## config.mk

```make
export PLATFORM = sky130hd
export DESIGN_NAME = kbencode
export DESIGN_NICKNAME = d
export VERILOG_FILES = /design/src/rtl/kbencode.sv
export SDC_FILE = /design/constraint.sdc
export NUM_CORES = 1
export LEC_CHECK = 0
export CAP_MARGIN = 20
export CORE_MARGIN = 3
export CORE_UTILIZATION = 48
export DETAILED_ROUTE_END_ITERATION = 12
export HOLD_SLACK_MARGIN = 0.12
export PLACE_DENSITY = 0.81
export SLEW_MARGIN = 20
export SYNTH_ARGS = -nofsm -noshare
export SYNTH_HDL_FRONTEND = slang
export SYNTH_SLANG_ARGS = --single-unit
```

## constraint.sdc

```tcl
create_clock -name i_clk -period 3.2 [get_ports i_clk]
set_input_delay 0.48 -clock i_clk [delete_from_list [all_inputs] [get_ports i_clk]]
set_output_delay 0.48 -clock i_clk [all_outputs]
set_load 0.02 [all_outputs]
```

## src/rtl/kbencode.sv

```systemverilog
// kbencode: console keyboard encoder. Turns key strokes into EBCDIC bytes,
// sequencing shift-change, carrier-return and character cycles.
// Ports: i_clk, i_reset (sync, active-high); key inputs i_key_strobe,
// i_key_code[5:0], i_shift_key, i_return_key, i_lock; channel handshake
// i_data_ack / o_data_reg[7:0], o_data_valid; status o_ready,
// o_cycle_time, o_shift_change, o_case_latch, o_carrier_return_latch,
// o_overrun, o_error.
// Build option: define KBENCODE_TYPEAHEAD_EN for a one-entry typeahead buffer.
module kbencode #(
    parameter int CYCLE_LEN = 3
) (
    input  logic       i_clk,
    input  logic       i_reset,
    input  logic       i_key_strobe,
    input  logic [5:0] i_key_code,
    input  logic       i_shift_key,
    input  logic       i_return_key,
    input  logic       i_lock,
    input  logic       i_data_ack,
    output logic [7:0] o_data_reg,
    output logic       o_data_valid,
    output logic       o_ready,
    output logic       o_cycle_time,
    output logic       o_shift_change,
    output logic       o_case_latch,
    output logic       o_carrier_return_latch,
    output logic       o_overrun,
    output logic       o_error
);

    localparam int CW = $clog2(2 * CYCLE_LEN + 1);
    localparam logic [CW-1:0] LD1 = CW'(CYCLE_LEN - 1);
    localparam logic [CW-1:0] LD2 = CW'(2 * CYCLE_LEN - 1);
    localparam logic [5:0] NL_CODE = 6'd37;

    typedef enum logic [1:0] {IDLE, SHIFT, CYCLE, HOLD} state_t;

    state_t        state;
    logic [CW-1:0] cnt;
    logic [5:0]    code_q;
    logic          nl_q;

    logic [5:0] in_code;
    logic       in_stroke;
    logic       in_valid;
    logic       go_idle;
    logic       go_buf;
    logic       go;
    logic [5:0] go_code;
    logic       go_shift;
    logic       go_nl;

`ifdef KBENCODE_TYPEAHEAD_EN
    logic       buf_v;
    logic [5:0] buf_code;
    logic       buf_shift;
`endif

    function automatic logic [7:0] enc(input logic [5:0] c, input logic up);
        logic [7:0] b;
        b = 8'h00;
        if (c <= 6'd8)
            b = 8'h81 + 8'(c);
        else if (c <= 6'd17)
            b = 8'h91 + 8'(c - 6'd9);
        else if (c <= 6'd25)
            b = 8'hA2 + 8'(c - 6'd18);
        else if (c <= 6'd35)
            b = 8'hF0 + 8'(c - 6'd26);
        else if (c == 6'd36)
            b = 8'h40;
        else if (c == NL_CODE)
            b = 8'h15;
        // Only letters have an upper-case form.
        if (up && c <= 6'd25)
            b = b | 8'h40;
        return b;
    endfunction

    always_comb begin
        // Carrier return takes priority over any simultaneous key code.
        in_code   = i_return_key ? NL_CODE : i_key_code;
        in_stroke = i_key_strobe | i_return_key;
        in_valid  = in_code <= NL_CODE;
        go_idle   = (state == IDLE) && in_stroke && !i_lock && in_valid;
`ifdef KBENCODE_TYPEAHEAD_EN
        go_buf    = (state == HOLD) && i_data_ack && buf_v;
        go_code   = go_buf ? buf_code : in_code;
        go_shift  = go_buf ? buf_shift : i_shift_key;
`else
        go_buf    = 1'b0;
        go_code   = in_code;
        go_shift  = i_shift_key;
`endif
        go        = go_idle | go_buf;
        go_nl     = go_code == NL_CODE;
    end

    always_ff @(posedge i_clk) begin
        if (i_reset) begin
            state                  <= IDLE;
            cnt                    <= '0;
            code_q                 <= '0;
            nl_q                   <= 1'b0;
            o_data_reg             <= 8'h00;
            o_data_valid           <= 1'b0;
            o_ready                <= 1'b1;
            o_cycle_time           <= 1'b0;
            o_shift_change         <= 1'b0;
            o_case_latch           <= 1'b0;
            o_carrier_return_latch <= 1'b0;
            o_overrun              <= 1'b0;
            o_error                <= 1'b0;
`ifdef KBENCODE_TYPEAHEAD_EN
            buf_v                  <= 1'b0;
            buf_code               <= '0;
            buf_shift              <= 1'b0;
`endif
        end else begin
            o_overrun <= 1'b0;
            o_error   <= 1'b0;

            case (state)
                IDLE: begin
                    if (in_stroke && !i_lock && !in_valid)
                        o_error <= 1'b1;
                end
                SHIFT: begin
                    if (cnt == '0) begin
                        state                  <= CYCLE;
                        o_case_latch           <= ~o_case_latch;
                        o_shift_change         <= 1'b0;
                        o_cycle_time           <= 1'b1;
                        o_carrier_return_latch <= nl_q;
                        cnt                    <= nl_q ? LD2 : LD1;
                    end else begin
                        cnt <= cnt - 1'b1;
                    end
                end
                CYCLE: begin
                    if (cnt == '0) begin
                        state                  <= HOLD;
                        // Case latch already reflects any shift cycle.
                        o_data_reg             <= enc(code_q, o_case_latch);
                        o_data_valid           <= 1'b1;
                        o_cycle_time           <= 1'b0;
                        o_carrier_return_latch <= 1'b0;
                    end else begin
                        cnt <= cnt - 1'b1;
                    end
                end
                HOLD: begin
                    if (i_data_ack) begin
                        state        <= IDLE;
                        o_data_valid <= 1'b0;
                        o_ready      <= 1'b1;
                    end
                end
                default: state <= IDLE;
            endcase

            // Strokes arriving while busy.
            if (state != IDLE && in_stroke && !i_lock) begin
`ifdef KBENCODE_TYPEAHEAD_EN
                if (buf_v) begin
                    o_overrun <= 1'b1;
                end else if (!in_valid) begin
                    o_error <= 1'b1;
                end else begin
                    buf_v     <= 1'b1;
                    buf_code  <= in_code;
                    buf_shift <= i_shift_key;
                end
`else
                o_overrun <= 1'b1;
`endif
            end

`ifdef KBENCODE_TYPEAHEAD_EN
            if (go_buf)
                buf_v <= 1'b0;
`endif

            // Stroke start overrides the idle/hold transitions above.
            if (go) begin
                code_q  <= go_code;
                nl_q    <= go_nl;
                o_ready <= 1'b0;
                if (go_shift != o_case_latch) begin
                    state          <= SHIFT;
                    o_shift_change <= 1'b1;
                    cnt            <= LD1;
                end else begin
                    state                  <= CYCLE;
                    o_cycle_time           <= 1'b1;
                    o_carrier_return_latch <= go_nl;
                    cnt                    <= go_nl ? LD2 : LD1;
                end
            end
        end
    end

endmodule

```

# Yosys cells after proc, flatten, opt, wreduce, memory -nomap -nowiden
# Cells that the tools add are included.
# W data, S select, Z words.
[op_classes]
addsub = 8
magnitude_cmp = 5
n_eq_ne = 13
muxes = 43
n_bitwise = 3
n_reduce_logical = 25
[ops]
columns = ["op", "count"]
rows = [
  ["$mux W8", 4],
  ["$mux W1", 19],
  ["$eq A6 B6 Y1 const B", 3],
  ["$mux W3", 6],
  ["$add A8 B8 Y8 const A", 2],
  ["$mux W7", 2],
  ["$sub A6 B5 Y7 const B", 2],
  ["$le A6 B5 Y1 const B", 2],
  ["$le A6 B6 Y1 const B", 2],
  ["$ne A3 B3 Y1 const B", 4],
  ["$mux W2", 5],
  ["$add A5 B7 Y8 const A", 1],
  ["$add A8 B6 Y8 const A", 1],
  ["$logic_and A1 B1 Y1", 8],
  ["$reduce_and A2 Y1", 4],
  ["$reduce_bool A2 Y1", 4],
  ["$sub A6 B4 Y7 const B", 1],
  ["$le A6 B4 Y1 const B", 1],
  ["$mux W6", 1],
  ["$pmux W1 S2", 3],
  ["$pmux W2 S3", 1],
  ["$pmux W3 S2", 1],
  ["$mux W5", 1],
  ["$eq A2 B2 Y1 const B", 2],
  ["14 further kinds", 17],
]
[word_totals]
ff_bits = 28
input_bits = 13
output_inout_bits = 16

# Logic depth before layout (Yosys ltp)
# Gate-level depths: netlist of run 1.
[logic_depth]
depth_word = 8
ltp_mapped = 10

# Least setup slack after synthesis of run 1
# No wires, ideal clock.
[synth_path]
path_type = "reg-to-reg"
startpoint = "register code_q[2]"
endpoint = "register o_data_reg[3]"
setup_ps = 79
t_arrival_ps = 2195
slack_ps = 926
stages_incl_launch_ff = 9
n_path_buf = 2
synth_period_minus_slack_ps = 2274
path_cell_list = "dfxtp_1 buf_2 inv_1 ha_1 clkbuf_1 or4_1 and3_1 o31a_1 a211oi_2"
[synth_via]
elab_chain_len = 7
[synth_rtl]
columns = ["item", "line_no", "text"]
rows = [
  ["start, declared", "40", "logic [5:0] code_q;"],
  ["start signal, assigned", "186", "code_q <= go_code;"],
  ["$sub A6 B5 Y7 / $eq A6 B6 Y1 (equally long branches)", "69, 70", ""],
  ["$add A5 B7 Y8 / $mux W7 (equally long branches)", "69, 70", ""],
  ["$mux W8", "68", "else if (c <= 6'd35)"],
  ["$mux W8", "66", "else if (c <= 6'd25)"],
  ["$mux W8", "64", "else if (c <= 6'd17)"],
  ["$mux W8 (*)", "62", "if (c <= 6'd8)"],
  ["$mux W7 (*)", "75", "if (up && c <= 6'd25)"],
  ["end signal, assigned", "144", "o_data_reg <= enc(code_q, o_case_latch);"],
  ["end, declared", "20", "output logic [7:0] o_data_reg,"],
]
# Every way passes the cells marked *; elsewhere a longest branch is shown, timed or not.
# A chain may end at the register's enable or synchronous reset.

# Final worst setup path of run 1
# Same ends and word-level chain as after synthesis.

==> flow_metrics.py, run 1 <==
metrics = {
    "worst_setup_path": {
        "arrival_ps": 2730,
        "endpoint_kind": "flop",
        "startpoint_type": "flop",
        "crit_type": "reg2reg",
        "cp_max_fo": 17,
        "required_ps": 3390,
    },
    "route": {
        "vias": 2146,
        "drtPass1Iterations": 5,
        "drc": 0,
        "wl_per_cell_microns": 15.4,
        "ant_nets": 0,
        "drtIter0Drc": 374,
        "wirelength_microns": 5320,
        "vias_per_cell": 6.20,
    },
    "timing": {
        "timing.final.crit_share_pct": 79.6,
        "rsz0062_at_grt": "false",
        "finalSetupViolations": 0,
        "tns_ps": 0,
        "relSlewSlack_pct": 34.0,
        "fmax_ghz": 0.393,
        "maxSlewViolCount": 0,
        "hold_viol_final": 0,
        "worst_pin_slew_ps": 987,
        "fin_skew_ps": 4.13,
        "hold_slack_ps": 465,
        "fin_crit_ps": 2550,
    },
    "global_route": {
        "grt_pass1_vias": 1935,
        "grt_usage_pct": 20.3,
        "grt_max_degree": 28,
        "grt_overflow": 0,
        "grt_pass1_wl_microns": 8690,
        "antenna_found_initial": 0,
    },
    "synth": {
        "synth_nets": 305,
        "ys.flop_type": "dfxtp_1",
        "synthesis.area_sq_um": 2120,
        "yosysSeqAreaShare_pct": 26.4,
        "synth-async-reset-ratio_pct": 0,
        "ys_seq_elements": 28,
        "synth_area_per_cell_sq_um": 7.66,
        "synth_enable_flop_cells": 0,
        "yosysUniqueCellTypes": 52,
        "postSynthCellCount": 277,
        "yosys_warnings": 0,
    },
    "clock_network": {
        "clockBufferDepth": 2,
        "tritoncts": "yes",
        "cts_resized": 0,
        "h-tree-depth": 1,
        "cts_setup_buffers": 0,
        "insertion_delay_ps": 270,
        "cts_buffers": 3,
        "clockRootBuffer": "clkbuf_8",
        "path_clk_slew_ps": 100,
        "cts_hold_buf": 0,
        "cts_sinks": 28,
    },
    "place": {
        "portBuffers": 28,
        "hpwl_microns": 3810,
        "gp_congestion": 0.978,
        "postPlaceCellArea_sq_um": 2420,
    },
    "die": {
        "dieArea_sq_um": 5250,
        "die_w_microns": 72.5,
        "row_count": 23,
        "die_h_microns": 72.5,
        "initial_utilization_pct": 51.2,
        "core-area_sq_um": 4140,
        "num_io_pins": 29,
    },
    "cells_and_area": {
        "n_fill_cell": 385,
        "drive_above_1_share_pct": 4.39,
        "synthToLayoutAreaGrowth_pct": 17.7,
        "largest_register_ffs": 8,
        "layout.nets": 325,
        "antenna_cells": 0,
        "final_cell_area_sq_um": 2500,
    },
    "pwr": {
        "powerDensity_nw_per_um2": 740,
        "ir_drop_mv": 0.466,
        "power.total_w": 0.00185,
        "leakage_nw": 0.941,
    },
    "worst_hold_path": {
        "hold_class": "reg2reg",
    },
    "run_status": {
        "status": "complete, no violations",
    },
    "run": {
        "max_cap_viol_count": 0,
    },
}
[per-layer routing]
metal	vias to the layer above	global-route usage, %	part of all wire (%)	wire (microns)
li1	1052	-	-	-
met1	966	28.3	46	2460
met2	109	31.7	45	2410
met3	19	3.32	6.0	321
met4	0	6.76	2.3	123
met5	-	0	0	0
[area by class of cell]
cell class	instances	area [sq um]	share of cell area (%)
well taps	50	62.6	2.51
clock buffers	3	41.3	1.65
repair buffers	33	318	12.7
clock inverters	1	30.0	1.20
inverters	15	56.3	2.26
multi-input cells	216	1430	57.2
flip-flops and latches	28	561	22.5
[critical path, stage by stage (launching register included)]
cell      delay [ps]
dfxtp_1          690
inv_1            160
ha_1             360
or4_1            600
and3_1           210
o31a_1           240
a211oi_2         210
[synth_stat cells, types with 2 or more instances]
cell / n / share of area, %
a221oi_1: 5 / 2.1
a41oi_1: 2 / 0.83
a2111oi_0: 2 / 0.83
nor2_1: 26 / 4.6
clkbuf_1: 10 / 1.8
a21oi_1: 22 / 5.2
a311oi_1: 2 / 0.83
buf_2: 7 / 1.7
o31ai_1: 2 / 0.71
nor3_1: 6 / 1.4
or3_1: 5 / 1.5
o41ai_1: 2 / 0.83
nand2b_1: 6 / 1.8
nor4b_1: 3 / 1.2
a22oi_1: 2 / 0.71
a211oi_1: 5 / 1.8
dfxtp_1: 28 / 26
nand4b_1: 4 / 1.7
xor2_1: 6 / 2.5
o21bai_1: 3 / 1.1
inv_1: 14 / 2.5
a31oi_1: 4 / 1.2
nor2b_1: 2 / 0.59
nand3_1: 5 / 1.2
o21ba_2: 2 / 0.94
ha_1: 15 / 8.8
mux2i_1: 4 / 1.9
o21ai_0: 18 / 4.2
and2_1: 2 / 0.59
xnor2_1: 7 / 2.9
a21o_1: 2 / 0.71
nor3b_1: 4 / 1.4
nand3b_1: 6 / 2.1
o211ai_1: 4 / 1.4
nand2_1: 23 / 4.1
[cell usage in the layout, fill, tap and decap left out, types with 3 or more instances in the layout]
master	Yosys	routed
a211oi_1	5	5
a21oi_1	22	22
a221oi_1	5	5
a31oi_1	4	4
buf_4	0	5
clkbuf_8	0	3
clkdlybuf4s50_1	0	28
dfxtp_1	28	28
ha_1	15	15
inv_1	14	14
mux2i_1	4	4
nand2_1	23	23
nand2b_1	6	6
nand3_1	5	5
nand3b_1	6	6
nand4b_1	4	4
nor2_1	26	26
nor3_1	6	6
nor3b_1	4	4
nor4b_1	3	3
o211ai_1	4	4
o21ai_0	18	18
o21bai_1	3	3
or3_1	5	5
xnor2_1	7	7
xor2_1	6	6
[power by group]
group / switching, W / total, W / leakage [nW] / internal [W]
Combinational: 0.000597 / 0.00104 / 0.676 / 0.000443
Clock: 0.000109 / 0.000277 / 0.0357 / 0.000167
Sequential: 0.0000960 / 0.000531 / 0.229 / 0.000435
[cells by family after synthesis]
group	synth area share (%)
simple gates	23.8
flops	26.4
buf+inv	6.25
mux	1.89
xor+xnor	5.37
compound gates	27.4
fa+ha+maj	8.85
[final timing paths]
check,from,to,slack [ps],cells after the start
max,code_q[2]$_SDFFE_PP0P_,o_data_reg[3]$_SDFFE_PP0P_,650,6
max reg2reg,code_q[2]$_SDFFE_PP0P_,o_data_reg[3]$_SDFFE_PP0P_,650,6
min,o_data_reg[0]$_SDFFE_PP0P_,o_data_reg[0]$_SDFFE_PP0P_,460,2
min reg2reg,o_data_reg[0]$_SDFFE_PP0P_,o_data_reg[0]$_SDFFE_PP0P_,460,2
[stage by stage]
| step | setup WS (ps) | utilization (%) | std cells |
|---|---|---|---|
| 2_1_floorplan | 926 | - | 277 |
| 3_3_place_gp | 778 | 58.5 | 342 |
| 3_5_place_dp | 702 | 58.5 | 342 |
| 4_1_cts | 686 | 60.2 | 346 |
| 5_1_grt | 474 | 60.2 | 346 |
| 6_report | 654 | 60.2 | 346 |
Note: power is estimated with default switching activity, not from simulation.
==> inputs of run 2 (changes only) <==
==> constraint.sdc (replaced) <==
create_clock -name i_clk -period 2.4 [get_ports i_clk]
set_input_delay 0.36 -clock i_clk [delete_from_list [all_inputs] [get_ports i_clk]]
set_output_delay 0.36 -clock i_clk [all_outputs]
set_load 0.02 [all_outputs]
==> run 2 against run 1 <==
Effect of this change: flip-flop and latch count did not move; clock skew fell by 1.0 ps; global-route usage grew 1.6 points; die area stayed put; count of clock-buffer cells in the layout unchanged; register-to-register slack lost 510 ps; final area rose by 4.1%; sequential power increased by 26%; setup slack lost 510 ps; core utilization grew 2.5 points; total power up 38%; via count up 0.33%; critical endpoint is now o_data_reg[2]$_SDFFE_PP0P_.
==> flow_metrics.py, run 2 (synthesis results as in run 1) <==
metrics = {
    "worst_hold_path": {
        "whs_path_depth": 2,
        "hold_class": "reg2reg",
    },
    "route": {
        "wl_per_cell_microns": 15.1,
        "vias_per_cell": 6.01,
        "vias": 2153,
        "wirelength_microns": 5410,
        "drc": 0,
        "ant_nets": 0,
        "drtPass1Iterations": 4,
        "drtIter0Drc": 214,
    },
    "run": {
        "max_cap_viol_count": 0,
    },
    "worst_setup_path": {
        "cpPeakStageDelay_ps": 490,
        "required_ps": 2560,
        "endpoint_kind": "flop",
        "path_depth": 7,
        "startpoint_type": "flop",
        "crit_family": "compound AO/OA/AOI/OAI gates",
        "crit_type": "reg2reg",
        "rr_worst_depth": 7,
        "path_buf_inv": 1,
        "cp_max_fo": 8,
        "arrival_ps": 2410,
        "cpMaxStageDelayCell": "a2111oi_1",
        "path_cells": "inv_1, ha_1, o21bai_2, a41oi_2, o21ai_0, a2111oi_1, a2111oi_0",
    },
    "pwr": {
        "p_sw_w": 0.00109,
        "intPower_w": 0.00146,
        "leakage_nw": 1.01,
        "ir_drop_mv": 0.625,
        "power.total_w": 0.00256,
        "p_comb_share_pct": 58.7,
        "seqPwrFrac_pct": 26.1,
        "power_frac_clock_pct": 15.1,
        "sw_frac_of_total_pct": 42.7,
        "powerDensity_nw_per_um2": 984,
    },
    "clock_network": {
        "h-tree-depth": 1,
        "path_clk_slew_ps": 100,
        "clockBufferDepth": 2,
        "cts_setup_buffers": 0,
        "insertion_delay_ps": 280,
        "cts_buffers": 3,
        "tritoncts": "yes",
        "cts_hold_buf": 0,
        "cts_sinks": 28,
        "clockRootBuffer": "clkbuf_8",
    },
    "die": {
        "initial_utilization_pct": 51.2,
        "row_count": 23,
        "num_io_pins": 29,
        "dieArea_sq_um": 5250,
        "core-area_sq_um": 4140,
        "die_w_microns": 72.5,
        "die_h_microns": 72.5,
    },
    "cells_and_area": {
        "synthToLayoutAreaGrowth_pct": 22.5,
        "drive_above_1_share_pct": 8.77,
        "layout.nets": 337,
        "antenna_cells": 0,
        "largest_register_ffs": 8,
        "final_cell_mix": "28 x dfxtp_1, 28 x clkdlybuf4s50_1, 26 x nor2_1, 23 x nand2_1, 22 x a21oi_1",
        "fin_util_pct": 62.7,
    },
    "timing": {
        "finalSetupViolations": 0,
        "relSlewSlack_pct": 71.1,
        "worst_pin_slew_ps": 432,
        "timing.final.crit_share_pct": 93.8,
        "hold_slack_ps": 461,
        "hold_viol_final": 0,
        "fin_skew_ps": 3.09,
        "fmax_ghz": 0.444,
        "fin_crit_ps": 2250,
        "maxSlewViolCount": 0,
    },
    "global_route": {
        "antenna_found_initial": 0,
        "grt_usage_pct": 21.9,
        "grt_pass1_wl_microns": 9350,
        "grt_max_degree": 23,
        "grt_overflow": 0,
        "grt_pass1_vias": 2054,
    },
    "place": {
        "hpwl_microns": 4070,
        "portBuffers": 28,
        "gp_congestion": 0.910,
    },
    "run_status": {
        "status": "complete, no violations",
    },
}
[run 2: cell count changes in the layout (fill, tap and decap cells not counted), sizes merged]
cell,previous run,this run
buf,5,17
[run 2: power groups by stage]
stage / clock network, W / registers, W / logic, W
6_report: 0.000387 / 0.000668 / 0.00150
5_1_grt: 0.000407 / 0.000684 / 0.00167
4_1_cts: 0.000387 / 0.000670 / 0.00148
3_5_place_dp: 0 / 0.000678 / 0.00147
3_3_place_gp: 0 / 0.000671 / 0.00145
2_1_floorplan: 0 / 0.000746 / 0.000949
[run 2: routing by layer]
layer / part of all wire, % / track usage (%) / routed length (microns)
met2: 48 / 37.8 / 2600
met3: 4.4 / 4.29 / 238
met4: 2.0 / 4.92 / 107
met5: 0 / 0 / 0
met1: 46 / 28.0 / 2460
[run 2: timing repair]
| action | in CTS | in global routing |
|---|---|---|
| pin swaps | 0 | 0 |
| resized for setup | 1 | 3 |
| setup endpoints to repair | 1 | 1 |
| cloned | 0 | 0 |
[run 2: worst paths after layout]
check                              from                          to  slack, ps
max              code_q[1]$_SDFFE_PP0P_  o_data_reg[2]$_SDFFE_PP0P_        150
min          o_data_reg[0]$_SDFFE_PP0P_  o_data_reg[0]$_SDFFE_PP0P_        460
max reg2reg      code_q[1]$_SDFFE_PP0P_  o_data_reg[2]$_SDFFE_PP0P_        150
min reg2reg  o_data_reg[0]$_SDFFE_PP0P_  o_data_reg[0]$_SDFFE_PP0P_        460
[run 2: area by class of cell]
| cell class | count | area [sq um] |
|---|---|---|
| Fill cell | 385 | 1550 |
| Multi-Input combinational cell | 216 | 1440 |
| Sequential cell | 28 | 561 |
| Timing Repair Buffer | 45 | 408 |
| Tap cell | 50 | 62.6 |
| Inverter | 15 | 56.3 |
| Clock buffer | 3 | 41.3 |
| Clock inverter | 1 | 30.0 |
[run 2: stage by stage]
| stage | setup TNS, ps | area (sq um) | std cells | setup WS [ps] |
|---|---|---|---|---|
| floorplan | 0 | 2120 | 277 | 126 |
| detailed placement | -59.9 | 2510 | 354 | -59.9 |
| CTS | 0 | 2590 | 358 | 5.38 |
| finish | 0 | 2600 | 358 | 149 |
| global placement | -46.4 | 2510 | 354 | -46.4 |
| global route | -29.0 | 2600 | 358 | -29.0 |
[run 2: tightest hold or removal path, stage by stage (launching register included)]
cell	delay, ps
dfxtp_1	330
nand2_1	50
a21oi_1	50
==> inputs of run 3 (changes only) <==
--- a/config.mk
+++ b/config.mk
@@ -5,6 +5,7 @@
 export SDC_FILE = /design/constraint.sdc
 export NUM_CORES = 1
 export LEC_CHECK = 0
+export ABC_AREA = 1
 export CAP_MARGIN = 20
 export CORE_MARGIN = 3
 export CORE_UTILIZATION = 48
==> run 3 against run 2 <==
Effect of this change: flip-flop and latch count unchanged; critical path depth increased by 5; core utilization decreased by 3.7 points; combinational power decreased by 3%; via count increased by 5.8%; final area decreased by 0.48%; die area increased by 3.6%; hold slack improved by 6.7 ps; sequential share of layout area increased by 0.10 points; count of clock-buffer cells in the layout unchanged; synthesized cell count increased by 21%; clock skew increased by 6.9 ps; critical endpoint is now o_data_reg[6]$_SDFFE_PP0P_.
==> flow_metrics.py, run 3 <==
metrics = {
    "run_status": {
        "status": "complete, no violations",
    },
    "clock_network": {
        "cts_sinks": 28,
        "cts_buffers": 3,
        "path_clk_slew_ps": 100,
        "cts_setup_buffers": 0,
        "cts_hold_buf": 0,
        "cts_resized": 0,
        "insertion_delay_ps": 270,
        "tritoncts": "yes",
        "h-tree-depth": 1,
        "clockRootBuffer": "clkbuf_8",
        "clockBufferDepth": 2,
    },
    "route": {
        "vias_per_cell": 5.50,
        "vias": 2278,
        "wirelength_microns": 5440,
        "drc": 0,
        "drtIter0Drc": 206,
        "ant_nets": 0,
        "drtPass1Iterations": 5,
        "wl_per_cell_microns": 13.1,
    },
    "synth": {
        "yosysSeqAreaShare_pct": 25.4,
        "ys_seq_elements": 28,
        "synthesis.area_sq_um": 2200,
        "synth_top_area_share_pct": 25.4,
        "synth-async-reset-ratio_pct": 0,
        "yosys_warnings": 0,
        "ys_top_cells_by_count": "83 x nand2_1, 31 x a21oi_1, 31 x inv_1",
        "yosysUniqueCellTypes": 39,
        "synth_nets": 364,
        "yosysMostFrequentCell": "nand2_1",
        "synth_top_area_cell": "dfxtp_1",
        "synth_enable_flop_cells": 0,
        "postSynthCellCount": 336,
        "ys.flop_type": "dfxtp_1",
        "synth_area_leaders": "dfxtp_1 25%, nand2_1 14%, ha_1 8.5%, a21oi_1 7.0%, nand3_1 6.4%",
        "synth_area_per_cell_sq_um": 6.56,
    },
    "timing": {
        "fmax_ghz": 0.478,
        "timing.final.crit_share_pct": 87.3,
        "finalSetupViolations": 0,
        "fin_crit_ps": 2090,
        "hold_viol_final": 0,
        "relSlewSlack_pct": 69.3,
        "fin_skew_ps": 10.0,
        "rsz0062_at_grt": "false",
        "tns_ps": 0,
        "maxSlewViolCount": 0,
        "hold_slack_ps": 468,
        "worst_pin_slew_ps": 460,
    },
    "worst_setup_path": {
        "rr_worst_depth": 12,
        "r2r-start": "code_q[1]$_SDFFE_PP0P_",
        "cp_max_fo": 10,
        "required_ps": 2570,
        "reg2reg_slack_ps": 310,
        "rr_endpoint": "o_data_reg[6]$_SDFFE_PP0P_",
        "crit_type": "reg2reg",
        "endpoint_kind": "flop",
        "startpoint_type": "flop",
        "arrival_ps": 2270,
    },
    "die": {
        "num_io_pins": 29,
        "row_count": 24,
        "die_w_microns": 73.8,
        "die_h_microns": 73.8,
        "core-area_sq_um": 4380,
        "dieArea_sq_um": 5440,
        "initial_utilization_pct": 50.3,
    },
    "worst_hold_path": {
        "hold-path-endpoint": "o_data_reg[5]$_SDFFE_PP0P_",
        "hold_class": "reg2reg",
        "min_from": "o_data_reg[5]$_SDFFE_PP0P_",
        "whs_path_depth": 2,
    },
    "place": {
        "dpl.cell_count": 410,
        "portBuffers": 28,
        "gp_congestion": 0.980,
        "hpwl_microns": 4340,
    },
    "run": {
        "max_cap_viol_count": 0,
    },
    "cells_and_area": {
        "synthToLayoutAreaGrowth_pct": 17.3,
        "layout.nets": 391,
        "final_cell_mix": "83 x nand2_1, 31 x inv_1, 31 x a21oi_1",
        "final_common_cell": "nand2_1",
        "largest_register_ffs": 8,
        "antenna_cells": 0,
        "layoutNonFillerInstCount": 414,
        "drive_above_1_share_pct": 11.3,
    },
    "pwr": {
        "powerDensity_nw_per_um2": 971,
        "leakage_nw": 1.16,
        "power.total_w": 0.00251,
        "ir_drop_mv": 0.690,
    },
    "global_route": {
        "grt_pass1_wl_microns": 9670,
        "grt_pass1_vias": 2226,
        "grt_usage_pct": 22.0,
        "grt_overflow": 0,
        "grt_max_degree": 18,
        "antenna_found_initial": 0,
    },
}
[run 3: cell types whose count changed after synthesis, sizes merged, moves of 7 or more]
| cell | before | now |
|---|---|---|
| a21oi | 22 | 33 |
| inv | 14 | 40 |
| nand3 | 5 | 29 |
| clkbuf | 10 | 3 |
| nand2 | 23 | 93 |
| nor2 | 26 | 37 |
[run 3: cell families after synthesis]
kind of cell / after synthesis / synth area share (%)
flip-flops: 28 / 25.4
XOR/XNOR: 9 / 3.58
adder cells (fa/ha/maj): 15 / 8.51
AND/OR/NAND/NOR: 166 / 34.9
AO/OA/AOI/OAI: 69 / 18.3
buffers and inverters: 49 / 9.25
[run 3: worst max-delay path by stage]
stage,from,endpoint,cells past startpoint
finish,code_q[1]$_SDFFE_PP0P_,o_data_reg[6]$_SDFFE_PP0P_,12
CTS,code_q[1]$_SDFFE_PP0P_,o_data_reg[6]$_SDFFE_PP0P_,12
floorplan,code_q[1]$_SDFFE_PP0P_,o_data_reg[6]$_SDFFE_PP0P_,12
global route,code_q[1]$_SDFFE_PP0P_,o_data_reg[6]$_SDFFE_PP0P_,12
global placement,i_return_key,cnt[1]$_SDFFE_PP0P_,11
detailed placement,code_q[1]$_SDFFE_PP0P_,o_data_reg[6]$_SDFFE_PP0P_,12
[run 3: layout make-up]
cell class                      count  area [sq um]
Tap cell                           52          65.1
Clock buffer                        3          41.3
Inverter                           41           154
Multi-Input combinational cell    259          1440
Fill cell                         434          1800
Timing Repair Buffer               30           295
Clock inverter                      1          30.0
Sequential cell                    28           561
[run 3: power breakdown]
part | switching, W | internal (W) | total (W)
registers | 0.000106 | 0.000578 | 0.000683
logic | 0.000919 | 0.000542 | 0.00146
clock network | 0.000144 | 0.000223 | 0.000367
total | 0.00117 | 0.00134 | 0.00251
[run 3: metal layers]
layer / vias to the layer above / part of all wire (%) / GRT usage, % / wire [microns]
met5: - / 0 / 0 / 0
met4: 0 / 1.2 / 6.24 / 65
met3: 10 / 4.4 / 2.74 / 239
met2: 82 / 50 / 38.9 / 2730
met1: 1035 / 44 / 27.8 / 2400
li1: 1151 / - / - / -
[run 3: stage by stage]
| step | utilization (%) | instance area [sq um] | worst slack (ps) |
|---|---|---|---|
| after global placement | 57.4 | 2510 | 373 |
| final | 59.0 | 2590 | 306 |
| after floorplan | - | 2200 | 553 |
| after detailed placement | 57.4 | 2510 | 347 |
| after global routing | 59.0 | 2590 | 67.6 |
| after CTS | 59.0 | 2590 | 329 |
[run 3: critical path, stage by stage, from the launching register on]
cell and delay, ps:
dfxtp_1 450, inv_1 210, ha_1 310, nor2_1 150, xor2_1 200, ha_1 200
inv_1 40, nand3_1 70, nand2_1 50, a21oi_1 120, nand2_1 60, nand3_1 70
a21oi_1 60
